**src/rtl/dmem_responder_if.sv**
```systemverilog
// Memory-side bus of the data-memory responder.
//   mem_req   : request valid, held for the whole access
//   mem_we    : 1 = store, 0 = load
//   mem_addr  : word-aligned byte address
//   mem_wdata : store data, already replicated into the active lanes
//   mem_wmask : per-byte write enable (0 for loads)
//   mem_ack   : memory completes the access this cycle
//   mem_rdata : full load word, valid with mem_ack
// master = responder side, slave = memory side.
interface dmem_responder_if;
  logic        mem_req;
  logic        mem_we;
  logic [31:0] mem_addr;
  logic [31:0] mem_wdata;
  logic [3:0]  mem_wmask;
  logic        mem_ack;
  logic [31:0] mem_rdata;

  modport master (
    output mem_req, mem_we, mem_addr, mem_wdata, mem_wmask,
    input  mem_ack, mem_rdata
  );

  modport slave (
    input  mem_req, mem_we, mem_addr, mem_wdata, mem_wmask,
    output mem_ack, mem_rdata
  );
endinterface

```
**src/rtl/dmem_responder.sv**
```systemverilog
// Data-memory responder between the MEM pipeline stage and a word-wide
// memory with byte masks. Checks size/alignment, issues one request,
// waits for ack (bounded by TIMEOUT) and returns the extended load result.
// Ports:
//   clk, reset (async, active-low)
//   MemRead, MemWrite, Funct3, Addr, WrData : access from the MEM stage
//   RdData     : extended load result, held until the next load completes
//   stall      : freezes the pipeline while the access is in flight
//   misaligned : alignment / illegal-size fault, no request issued
//   timeout    : one-cycle pulse when an access is abandoned
//   mem        : memory-side bus (master modport)
//
// state | meaning
// IDLE  | waiting for a legal access; faults flagged combinationally
// REQ   | mem_req high, waiting for mem_ack or the wait limit
// DONE  | one cycle, RdData valid, pipeline released
module dmem_responder #(
  parameter int TIMEOUT = 255
) (
  input  logic             clk,
  input  logic             reset,
  input  logic             MemRead,
  input  logic             MemWrite,
  input  logic [2:0]       Funct3,
  input  logic [31:0]      Addr,
  input  logic [31:0]      WrData,
  output logic [31:0]      RdData,
  output logic             stall,
  output logic             misaligned,
  output logic             timeout,
  dmem_responder_if.master mem
);

  localparam int CW = $clog2(TIMEOUT + 1);
  localparam logic [CW-1:0] CNT_LAST = CW'(TIMEOUT - 1);

  typedef enum logic [1:0] {S_IDLE, S_REQ, S_DONE} state_t;

  state_t        state, state_n;
  logic [CW-1:0] cnt;
  logic [31:0]   lat_addr, lat_wdata;
  logic [2:0]    lat_f3;
  logic          lat_we;
  logic          timeout_q;

  logic start, ack_hit, to_hit, fault;
  logic legal_f3, aligned, in_req;

  // MemWrite wins when both requests are high, so store legality applies.
  always_comb begin
    legal_f3 = 1'b0;
    if (MemWrite) legal_f3 = (Funct3[2] == 1'b0) && (Funct3[1:0] != 2'b11);
    else          legal_f3 = (Funct3[1:0] != 2'b11) && (Funct3[2:1] != 2'b11);
    case (Funct3[1:0])
      2'b00:   aligned = 1'b1;
      2'b01:   aligned = ~Addr[0];
      2'b10:   aligned = (Addr[1:0] == 2'b00);
      default: aligned = 1'b0;
    endcase
  end

  always_comb begin
    state_n = state;
    stall   = 1'b0;
    fault   = 1'b0;
    start   = 1'b0;
    ack_hit = 1'b0;
    to_hit  = 1'b0;
    case (state)
      S_IDLE: begin
        if (MemRead || MemWrite) begin
          if (legal_f3 && aligned) begin
            stall   = 1'b1;
            start   = 1'b1;
            state_n = S_REQ;
          end else begin
            fault = 1'b1;
          end
        end
      end
      S_REQ: begin
        stall = 1'b1;
        if (mem.mem_ack) begin
          ack_hit = 1'b1;
          state_n = S_DONE;
        end else if (cnt == CNT_LAST) begin
          to_hit  = 1'b1;
          state_n = S_DONE;
        end
      end
      S_DONE:  state_n = S_IDLE;
      default: state_n = S_IDLE;
    endcase
  end

  // Gated so the fault flag is quiet while reset is held.
  assign misaligned = fault & reset;
  assign timeout    = timeout_q;

  logic [31:0] rd_b, rd_h, load_val;
  assign rd_b = mem.mem_rdata >> {lat_addr[1:0], 3'b000};
  assign rd_h = mem.mem_rdata >> {lat_addr[1], 4'b0000};

  always_comb begin
    case (lat_f3)
      3'b000:  load_val = {{24{rd_b[7]}}, rd_b[7:0]};
      3'b100:  load_val = {24'd0, rd_b[7:0]};
      3'b001:  load_val = {{16{rd_h[15]}}, rd_h[15:0]};
      3'b101:  load_val = {16'd0, rd_h[15:0]};
      default: load_val = mem.mem_rdata;
    endcase
  end

  always_ff @(posedge clk or negedge reset) begin
    if (!reset) begin
      state     <= S_IDLE;
      cnt       <= '0;
      lat_addr  <= '0;
      lat_wdata <= '0;
      lat_f3    <= '0;
      lat_we    <= 1'b0;
      RdData    <= '0;
      timeout_q <= 1'b0;
    end else begin
      state     <= state_n;
      timeout_q <= to_hit;
      if (start) begin
        lat_addr  <= Addr;
        lat_wdata <= WrData;
        lat_f3    <= Funct3;
        lat_we    <= MemWrite;
        cnt       <= '0;
      end else if (state == S_REQ && !mem.mem_ack) begin
        cnt <= cnt + CW'(1);
      end
      // Stores never touch RdData, including an abandoned store.
      if (ack_hit && !lat_we) RdData <= load_val;
      if (to_hit && !lat_we)  RdData <= '0;
    end
  end

  // Bus outputs are derived from the latched access and forced to zero
  // outside REQ, which also makes them drop immediately on reset.
  assign in_req       = (state == S_REQ);
  assign mem.mem_req  = in_req;
  assign mem.mem_we   = in_req & lat_we;
  assign mem.mem_addr = in_req ? {lat_addr[31:2], 2'b00} : 32'd0;

  always_comb begin
    mem.mem_wdata = 32'd0;
    mem.mem_wmask = 4'd0;
    if (in_req && lat_we) begin
      case (lat_f3[1:0])
        2'b00: begin
          mem.mem_wdata = {4{lat_wdata[7:0]}};
          mem.mem_wmask = 4'b0001 << lat_addr[1:0];
        end
        2'b01: begin
          mem.mem_wdata = {2{lat_wdata[15:0]}};
          mem.mem_wmask = 4'b0011 << lat_addr[1:0];
        end
        default: begin
          mem.mem_wdata = lat_wdata;
          mem.mem_wmask = 4'b1111;
        end
      endcase
    end
  end

endmodule

```
**src/flat_wrapper.sv**
```systemverilog
// flat-port wrapper written by rule: the top's interface ports become plain ports
module dmem_responder_flat 
#(
  parameter int TIMEOUT = 255
)
  (clk, reset, MemRead, MemWrite, Funct3, Addr, WrData, RdData, stall, misaligned, timeout, mem_mem_req, mem_mem_we, mem_mem_addr, mem_mem_wdata, mem_mem_wmask, mem_mem_ack, mem_mem_rdata);
  dmem_responder_if mem_i ();
  input  logic clk;
  input  logic reset;
  input  logic MemRead;
  input  logic MemWrite;
  input  logic [2:0] Funct3;
  input  logic [31:0] Addr;
  input  logic [31:0] WrData;
  output logic [31:0] RdData;
  output logic stall;
  output logic misaligned;
  output logic timeout;
  output wire logic [$bits(mem_i.mem_req)-1:0] mem_mem_req;
  output wire logic [$bits(mem_i.mem_we)-1:0] mem_mem_we;
  output wire logic [$bits(mem_i.mem_addr)-1:0] mem_mem_addr;
  output wire logic [$bits(mem_i.mem_wdata)-1:0] mem_mem_wdata;
  output wire logic [$bits(mem_i.mem_wmask)-1:0] mem_mem_wmask;
  input wire logic [$bits(mem_i.mem_ack)-1:0] mem_mem_ack;
  input wire logic [$bits(mem_i.mem_rdata)-1:0] mem_mem_rdata;
  assign mem_mem_req = mem_i.mem_req;
  assign mem_mem_we = mem_i.mem_we;
  assign mem_mem_addr = mem_i.mem_addr;
  assign mem_mem_wdata = mem_i.mem_wdata;
  assign mem_mem_wmask = mem_i.mem_wmask;
  assign mem_i.mem_ack = mem_mem_ack;
  assign mem_i.mem_rdata = mem_mem_rdata;
  dmem_responder #(.TIMEOUT(TIMEOUT)) u_core (.clk(clk), .reset(reset), .MemRead(MemRead), .MemWrite(MemWrite), .Funct3(Funct3), .Addr(Addr), .WrData(WrData), .RdData(RdData), .stall(stall), .misaligned(misaligned), .timeout(timeout), .mem(mem_i));
endmodule
```
**config.mk**
```make
export PLATFORM = sky130hd
export DESIGN_NAME = dmem_responder_flat
export DESIGN_NICKNAME = d
export VERILOG_FILES = /design/src/rtl/dmem_responder_if.sv /design/src/rtl/dmem_responder.sv /design/src/flat_wrapper.sv
export SDC_FILE = /design/constraint.sdc
export NUM_CORES = 1
export LEC_CHECK = 0
export BUFFER_PORTS_ARGS = -buffer_cell sky130_fd_sc_hd__buf_2
export CORE_ASPECT_RATIO = 0.75
export CORE_MARGIN = 5
export CORE_UTILIZATION = 53
export CTS_CLUSTER_SIZE = 12
export DETAILED_ROUTE_END_ITERATION = 7
export PLACE_DENSITY_LB_ADDON = 0.12
export SLEW_MARGIN = 0
export SYNTH_ARGS = -nofsm -noshare
export SYNTH_HDL_FRONTEND = slang
export SYNTH_SLANG_ARGS = --single-unit
```
**constraint.sdc**
```tcl
create_clock -name clk -period 3.6 [get_ports clk]
set_input_delay 0.54 -clock clk [delete_from_list [all_inputs] [get_ports clk]]
set_output_delay 0.54 -clock clk [all_outputs]
set_load 0.005 [all_outputs]
```
# == Word-level counts from Yosys, hierarchy flattened ==
# Index checks and enable logic that the tools add are counted.
# op_classes
reduce_logical,18
n_mux,29
eq_ne,13
bitwise_logic,4
n_addsub,1
shift,4
# ops
operator,count
two-way mux 32 bit,4
one-hot mux 32 bit (4 select lines),1
one-hot mux 32 bit (2 select lines),1
>> shifter 32 x 5 -> 16 bit,1
>> shifter 32 x 5 -> 8 bit,1
two-way mux 8 bit,2
two-way mux 1 bit,12
adder 8 x 1 -> 8 bit (second input constant),1
equality test 8 bit (second input constant),1
zero test 2 bit,4
two-way mux 2 bit,4
one-hot mux 4 bit (2 select lines),1
logical AND 1 bit,7
equality test 2 x 1 -> 1 bit (second input constant),3
equality test 3 bit (second input constant),2
two-way mux 4 bit,1
inequality test 2 x 1 -> 1 bit (second input constant),2
inequality test 2 bit (second input constant),2
one-hot mux 2 bit (2 select lines),1
nonzero test 2 bit,2
<< shifter 1 x 2 -> 4 bit (first input constant),1
<< shifter 2 x 2 -> 4 bit (first input constant),1
equality test 3 x 1 -> 1 bit (second input constant),1
zero test 3 bit,1
9 further kinds,12
# word_totals
ff_bits,111
input_bits,104
output_inout_bits,105

# == Depth between registers and ports, before layout ==
# Gate-level depths: netlist of run 1.
# depth
ltp_word,8
depth_mapped,7
depth_no_buf,6

# == Worst setup path after synthesis of run 1 ==
# OpenSTA, ideal clock, no wires.
# synth_timing
path_kind,input-to-reg
startpoint,input Funct3[2]
endpoint,register u_core.lat_addr[0]
arrival_time_ps,1726
stages,6
required_ps,3475
path_buffers,2
path_slack_ps,1749
cell_sequence,a221oi_1 -> nor2_1 -> nor2b_1 -> buf_4 -> buf_6 -> mux2_2
# synth_via
elab_chain_len,7
# synth_lines
item,line_no,text
from (decl),flat_wrapper.sv:12,input logic [2:0] Funct3;
inequality test 2 bit / inverter 1 bit (equally long branches),"dmem_responder.sv:53, dmem_responder.sv:52",
"logical AND 1 bit, on equally long branches","dmem_responder.sv:53, dmem_responder.sv:52",
two-way mux 1 bit (*),dmem_responder.sv:52,if (MemWrite) legal_f3 = (Funct3[2] == 1'b0) && (Funct3[1:0] != 2'b11);
logical AND 1 bit (*),dmem_responder.sv:72,if (legal_f3 && aligned) begin
two-way mux 1 bit (*),dmem_responder.sv:72,
two-way mux 1 bit (*),dmem_responder.sv:71,if (MemRead || MemWrite) begin
two-way mux 1 bit (*),dmem_responder.sv:69,case (state)
to (signal assigned),dmem_responder.sv:128,lat_addr <= Addr;
to (decl),dmem_responder.sv:41,"logic [31:0] lat_addr, lat_wdata;"
# Mark *: on every way between the ends. The rest lies on a longest branch, timed or not.
# A chain may end at the register's enable or synchronous reset.

# == Worst setup path after layout of run 1 ==
# layout_timing
startpoint,register u_core.state[1]
endpoint,output mem_mem_wdata[8]
# layout_via
elab_chain_len,3
# layout_lines
item,line_no,text
from (decl),dmem_responder.sv:39,"state_t state, state_n;"
from (signal assigned),dmem_responder.sv:125,state <= state_n;
equality test 2 x 1 -> 1 bit,dmem_responder.sv:144,assign in_req = (state == S_REQ);
logical AND 1 bit,dmem_responder.sv:152,if (in_req && lat_we) begin
two-way mux 32 bit,dmem_responder.sv:152,
to (decl),flat_wrapper.sv:22,output wire logic [$bits(mem_i.mem_wdata)-1:0] mem_mem_wdata;
# Every way passes these cells.

==> run_results.csv, run 1 <==
group,metric,value,unit
status,status,"finished clean",
synth,synthArstFlopShare,100,%
timing,fin_ws,0.624,ns
timing,setup_viol,0,
timing,slew_headroom,35.8,%
timing,fin_tns_setup,0,ns
synth,synth_top_cell_area_share,50.1,%
die,coreArea,0.0102,sq mm
layout,stdcell_area,0.00692,sq mm
drt,via_per_inst,5.60,
critical_path,start_kind,"flip-flop",
drt,vias,4629,
critical_path,end_kind,"primary output",
critical_path,path_class,"flip-flop to primary output",
synth,netlist_instances,497,
synth,avgSynthCellArea,11.2,sq um
timing,finalCritPeriodShare,82.7,%
clock_tree,cts.reportedPaths.clkPinSlew,0.07,ns
critical_path,r2r_start,"u_core.lat_f3[1]",
pwr,leakage,3.52,nW
die,dieHeight,98.6,um
grt,grt_overflow,0,
die,initial_utilization,54.1,%
clock_tree,cts_max_level,3,
clock_tree,postCtsSetupBuffers,0,
synth,ys_top_cells_by_area,"dfrtp_1 (50%), mux2_2 (14%), and2_1 (3.5%)",
timing,fin_crit,2.98,ns
drt,drt-total-wl,14.9,mm
critical_path,cp_max_fo,40,
drt,post-route-drc-count,0,
die,io-pin-count,209,
place,place.gp.congestion,0.882,
place,portBuffers,206,
timing,finalClockSkew,0.00796,ns
die,die_area,0.0126,sq mm
critical_path,critPathRequiredTime,3.06,ns
clock_tree,post_cts_resized,0,
synth,synth_common_cells,"dfrtp_1 (111), mux2_2 (69), nor2_1 (44)",
layout,final_cells,826,
grt,antenna_found_initial,1,
timing,worst_slew_pin_slew,0.963,ns
clock_tree,cts_buffer_depth,2,
drt,firstDrtPassIters,4,
synth,synth_largest_area_cell,"dfrtp_1",
place,place_area,0.00659,sq mm
layout,syn_to_final_growth,24.7,%
critical_path,worstReg2RegEnd,"u_core.RdData[3]",
critical_path,arrival,2.44,ns
synth,ys_warn_count,0,
drt,drtIter0Drc,397,
timing,fmax,0.336,GHz
synth,synth-edff-count,0,
place,hpwl,11.0,mm
clock_tree,cts_hold_buf,0,
critical_path,r2r_slack,1.39,ns
die,dieWidth,128,um
layout,antenna_cells,0,
hold_path,holdCritPathClass,"input port to asynchronous set/reset pin",
layout,finalNetCount,791,
drt,ant_nets,0,
synth,netlist-cell-type-count,46,
timing,hold_viol,0,
synth,yosysSeqAreaShare,50.1,%
grt,grt_pass1_vias,4674,
clock_tree,clockRootBuffer,"clkbuf_16",
place,dp.cells,810,
drt,post_drt_wl_per_cell,18.0,um
place,place_ws,0.984,ns
synth,synth_flop_cell,"dfrtp_1",
grt,grt_use_total,23.5,%
run,maxCapViolCount,0,
timing,slew_viol_final,0,
synth,synth_area,0.00555,sq mm
pwr,peakVddDrop,303,uV
critical_path,ff2ff_path_depth,4,
die,fp-row-count,32,
synth,ys_seq_elements,111,
pwr,power_density,693,mW/mm^2
layout,drive_gt1_share,44.6,%
clock_tree,numCtsBuffers,9,
grt,grt_pass1_wl,24.0,mm
clock_tree,cts_tree,"done",
clock_tree,worstSkewPairLatency,0.34,ns
synth,yosysMostFrequentCell,"dfrtp_1",
clock_tree,cts_sinks,111,
grt,grt_max_degree,78,
timing,grt_setup_unrepaired,"false",
-- worst max path at each step --
| stage | startpoint | end | slack [ns] | cells past startpoint |
|---|---|---|---|---|
| after floorplan | Funct3[2] | u_core.lat_addr[0] | 1.75 | 6 |
| after CTS | u_core.state[1] | mem_mem_wdata[8] | 0.60 | 6 |
| after global placement | u_core.state[1] | mem_mem_wdata[13] | 1.16 | 6 |
| after detailed placement | u_core.state[1] | mem_mem_wdata[8] | 0.98 | 6 |
| final | u_core.state[1] | mem_mem_wdata[8] | 0.62 | 6 |
| after global routing | u_core.state[1] | mem_mem_wmask[2] | 0.40 | 6 |
-- per-stage QoR --
step	power (mW)	util, %	hold WS (ns)
6_report	4.80	67.5	0.139
5_1_grt	5.10	67.5	0.168
4_1_cts	4.82	67.5	0.149
3_5_place_dp	3.75	64.3	0.473
3_3_place_gp	3.69	64.3	0.474
2_1_floorplan	3.09	-	0.244
-- worst max-delay path, cell delays in order, from the launching register on --
cell      delay (ns)
dfrtp_1         0.41
nand2b_4        0.20
inv_1           0.07
buf_4           0.29
nand2_1         0.62
a21oi_1         0.33
buf_2           0.16
-- layout by cell type, fill, tap and decap left out, drive strengths merged, types with 3 or more instances in the layout --
| master | instances |
|---|---|
| nor2b | 5 |
| dfrtp | 111 |
| xor2 | 5 |
| inv | 4 |
| mux2 | 69 |
| clkbuf | 14 |
| buf | 214 |
| o2bb2ai | 8 |
| nor4 | 3 |
| o221ai | 7 |
| and2 | 31 |
| mux2i | 17 |
| nor2 | 44 |
| a21oi | 20 |
| and3 | 18 |
| a22o | 7 |
| o21ai | 12 |
| nand2b | 3 |
| a221o | 16 |
| nand4 | 4 |
| nand3 | 15 |
| nand2 | 36 |
-- metal layers --
metal	vias to the layer above	wire (um)	GRT usage, %
li1	2141	-	-
met1	2297	6270	32.7
met2	168	7250	37.3
met3	21	1180	5.96
met4	2	201	5.79
met5	-	7	0
-- cells by family after synthesis --
logic type      synth area share [%]
simple gates                    15.6
flops                           50.1
mux                             17.5
compound gates                  10.7
buf+inv                         4.58
xor+xnor                        1.11
fa+ha+maj                      0.451
other cells                   0.0676
-- layout make-up --
cell class | instances | area [sq um]
multi-input cells | 345 | 2530
fillers | 858 | 3330
flip-flops and latches | 111 | 2780
clock inverters | 2 | 35.0
inverters | 4 | 15.0
well taps | 136 | 170
clock buffers | 14 | 294
repair buffers | 214 | 1090
-- power breakdown --
| part | switching [mW] | internal, mW | leakage [nW] | total (mW) |
|---|---|---|---|---|
| Clock | 0.438 | 0.634 | 0.165 | 1.07 |
| Sequential | 0.385 | 1.71 | 1.35 | 2.09 |
| Combinational | 0.761 | 0.873 | 2.00 | 1.63 |
| Total | 1.58 | 3.21 | 3.52 | 4.80 |
-- flip-flops by register name (all words and copies together) (netlist names) --
| name | cells |
|---|---|
| u_core.lat_wdata | 32 |
| u_core.cnt | 8 |
| u_core.state | 2 |
| u_core.lat_addr | 32 |
| u_core.lat_we | 1 |
| u_core.timeout | 1 |
| u_core.lat_f3 | 3 |
| u_core.RdData | 32 |
Note: power is estimated with default switching activity, not from simulation.
==> run 2, diff against run 1 <==
--- a/config.mk
+++ b/config.mk
@@ -8,7 +8,7 @@
 export BUFFER_PORTS_ARGS = -buffer_cell sky130_fd_sc_hd__buf_2
 export CORE_ASPECT_RATIO = 0.75
 export CORE_MARGIN = 5
-export CORE_UTILIZATION = 53
+export CORE_UTILIZATION = 50
 export CTS_CLUSTER_SIZE = 12
 export DETAILED_ROUTE_END_ITERATION = 7
 export PLACE_DENSITY_LB_ADDON = 0.12
==> constraint.sdc (replaced) <==
create_clock -name clk -period 2.8 [get_ports clk]
set_input_delay 0.42 -clock clk [delete_from_list [all_inputs] [get_ports clk]]
set_output_delay 0.42 -clock clk [all_outputs]
set_load 0.005 [all_outputs]
==> run 2 against run 1 <==
Against the previous run:
- sequential cell count stayed put
- clock skew decreased by 0.0023 ns
- combinational power grew 31%
- sequential share of layout area decreased by 0.094 points
- design area is 0.24% higher
- non-clock buffer count grew 4
- global-route usage decreased by 1.2 points
- sequential power rose by 28%
- clock power up 21%
- first-iteration DRC count is 36% lower
- largest cell class unchanged
==> run_results.csv, run 2 (synthesis gave the netlist of run 1 again) <==
group,metric,value,unit
timing,fmax,0.432,GHz
critical_path,path_depth,6,
critical_path,cp_num_buf_inv,3,
place,portBuffers,206,
clock_tree,clockRootBuffer,"clkbuf_16",
drt,post_drt_wl_per_cell,18.0,um
layout,finalNetCount,795,
drt,ant_nets,0,
pwr,power_density,878,mW/mm^2
critical_path,end_kind,"primary output",
grt,grt_use_total,22.3,%
clock_tree,cts_max_level,3,
critical_path,ff2ff_path_depth,4,
pwr,clock_power_share,21.1,%
place,place.gp.congestion,0.883,
timing,finalClockSkew,0.00566,ns
critical_path,cp_slowest_stage_delay,0.41,ns
critical_path,path_class,"flip-flop to primary output",
layout,syn_to_final_growth,25.0,%
layout,largestRegisters,"u_core.RdData x32, u_core.lat_addr x32, u_core.lat_wdata x32",
timing,slew_viol_final,0,
critical_path,arrival,1.89,ns
layout,most-common-layout-cells,"buf_2 (205), dfrtp_1 (111), mux2_2 (69)",
clock_tree,postCtsSetupBuffers,0,
pwr,p_switching,2.05,mW
drt,vias,4567,
grt,grt_pass1_vias,4674,
grt,grt_max_degree,71,
drt,firstDrtPassIters,4,
die,fp-row-count,33,
layout,drive_gt1_share,45.0,%
grt,grt_overflow,0,
clock_tree,cts_tree,"done",
die,coreArea,0.0109,sq mm
timing,grt_setup_unrepaired,"false",
pwr,combPwrFrac,35.0,%
layout,antenna_cells,0,
run,maxCapViolCount,0,
clock_tree,cts_hold_buf,0,
pwr,leakage,3.52,nW
pwr,peakVddDrop,476,uV
critical_path,critPathRequiredTime,2.38,ns
critical_path,cp_max_fo,29,
timing,slew_headroom,40.5,%
timing,finalCritPeriodShare,82.6,%
status,status,"finished clean",
clock_tree,cts_buffer_depth,2,
die,initial_utilization,50.9,%
die,io-pin-count,209,
die,dieWidth,132,um
grt,antenna_found_initial,2,
critical_path,crit_family,"buffers and inverters",
die,dieHeight,101,um
hold_path,holdCritPathClass,"input port to asynchronous set/reset pin",
pwr,p_int,4.03,mW
drt,drt-total-wl,15.0,mm
timing,worst_slew_pin_slew,0.892,ns
clock_tree,numCtsBuffers,9,
die,die_area,0.0133,sq mm
drt,via_per_inst,5.48,
pwr,switching_share,33.7,%
layout,fillCellCount,914,
critical_path,crit_slowest_cell,"dfrtp_1",
critical_path,start_kind,"flip-flop",
grt,grt_pass1_wl,23.9,mm
clock_tree,cts_sinks,111,
pwr,pwr-share-seq,43.8,%
clock_tree,worstSkewPairLatency,0.35,ns
clock_tree,cts.reportedPaths.clkPinSlew,0.07,ns
timing,hold_viol,0,
timing,setup_viol,0,
drt,post-route-drc-count,0,
clock_tree,post_cts_resized,0,
drt,drtIter0Drc,256,
timing,fin_crit,2.31,ns
layout,final_common_cell,"buf_2",
timing,fin_tns_setup,0,ns
place,hpwl,11.3,mm
critical_path,crit_chain,"nand2b_4 > inv_1 > nand2_1 > buf_4 > a21oi_1 > buf_2",
timing,holdWs,0.166,ns
-- run 2: cell count changes in the layout (fill, tap and decap cells not counted), sizes merged --
cell	delta
buf	+4
clkinvlp	+2
inv	+1
clkinv	+2
clkbuf	-5
-- run 2: through the flow --
stage / area (sq um) / setup slack, ns / total power, mW / utilization [%] / instances
5_1_grt: 6930 / 0.341 / 6.50 / 63.6 / 834
6_report: 6930 / 0.487 / 6.08 / 63.6 / 834
3_5_place_dp: 6640 / 0.773 / 4.83 / 60.9 / 818
3_3_place_gp: 6640 / 0.813 / 4.76 / 60.9 / 818
4_1_cts: 6930 / 0.483 / 6.14 / 63.6 / 834
2_1_floorplan: 5550 / 1.07 / 3.98 / - / 498
-- run 2: worst paths after layout --
kind	from	endpoint	slack (ns)
worst max-delay path	u_core.state[1]	mem_mem_wmask[2]	0.49
worst min-delay path	reset	u_core.lat_addr[9]	0.17
worst max register to register	u_core.lat_f3[0]	u_core.RdData[0]	0.82
worst min register to register	u_core.lat_addr[14]	u_core.lat_addr[14]	0.50
max in group asynchronous	reset	u_core.lat_wdata[25]	1.89
min in group clk	WrData[13]	u_core.lat_wdata[13]	0.30
-- run 2: cell type report --
cell class / instances / area, sq um / area share [%]
inverters: 4 / 15.0 / 0.217
repair buffers: 218 / 1140 / 16.4
clock buffers: 9 / 225 / 3.25
flip-flops and latches: 111 / 2780 / 40.1
well taps: 140 / 175 / 2.53
clock inverters: 7 / 72.6 / 1.05
multi-input cells: 345 / 2530 / 36.5
-- run 2: layer usage --
layer  part of all wire [%]  GRT usage, %  routed length, um  vias to the layer above
met4                    1.9          6.32                281                        4
met3                    7.1          6.45               1060                       31
met2                     47          35.6               7040                      163
met1                     44          30.2               6580                     2218
met5                   0.18             0                 27                        -
li1                       -             -                  -                     2151
-- run 2: power by group through the flow --
| stage | Clock (mW) | Sequential (mW) | Combinational, mW |
|---|---|---|---|
| floorplan | 0 | 2.52 | 1.46 |
| global placement | 0 | 2.66 | 2.09 |
| finish | 1.29 | 2.67 | 2.13 |
| CTS | 1.32 | 2.66 | 2.16 |
| global route | 1.37 | 2.75 | 2.38 |
| detailed placement | 0 | 2.69 | 2.15 |
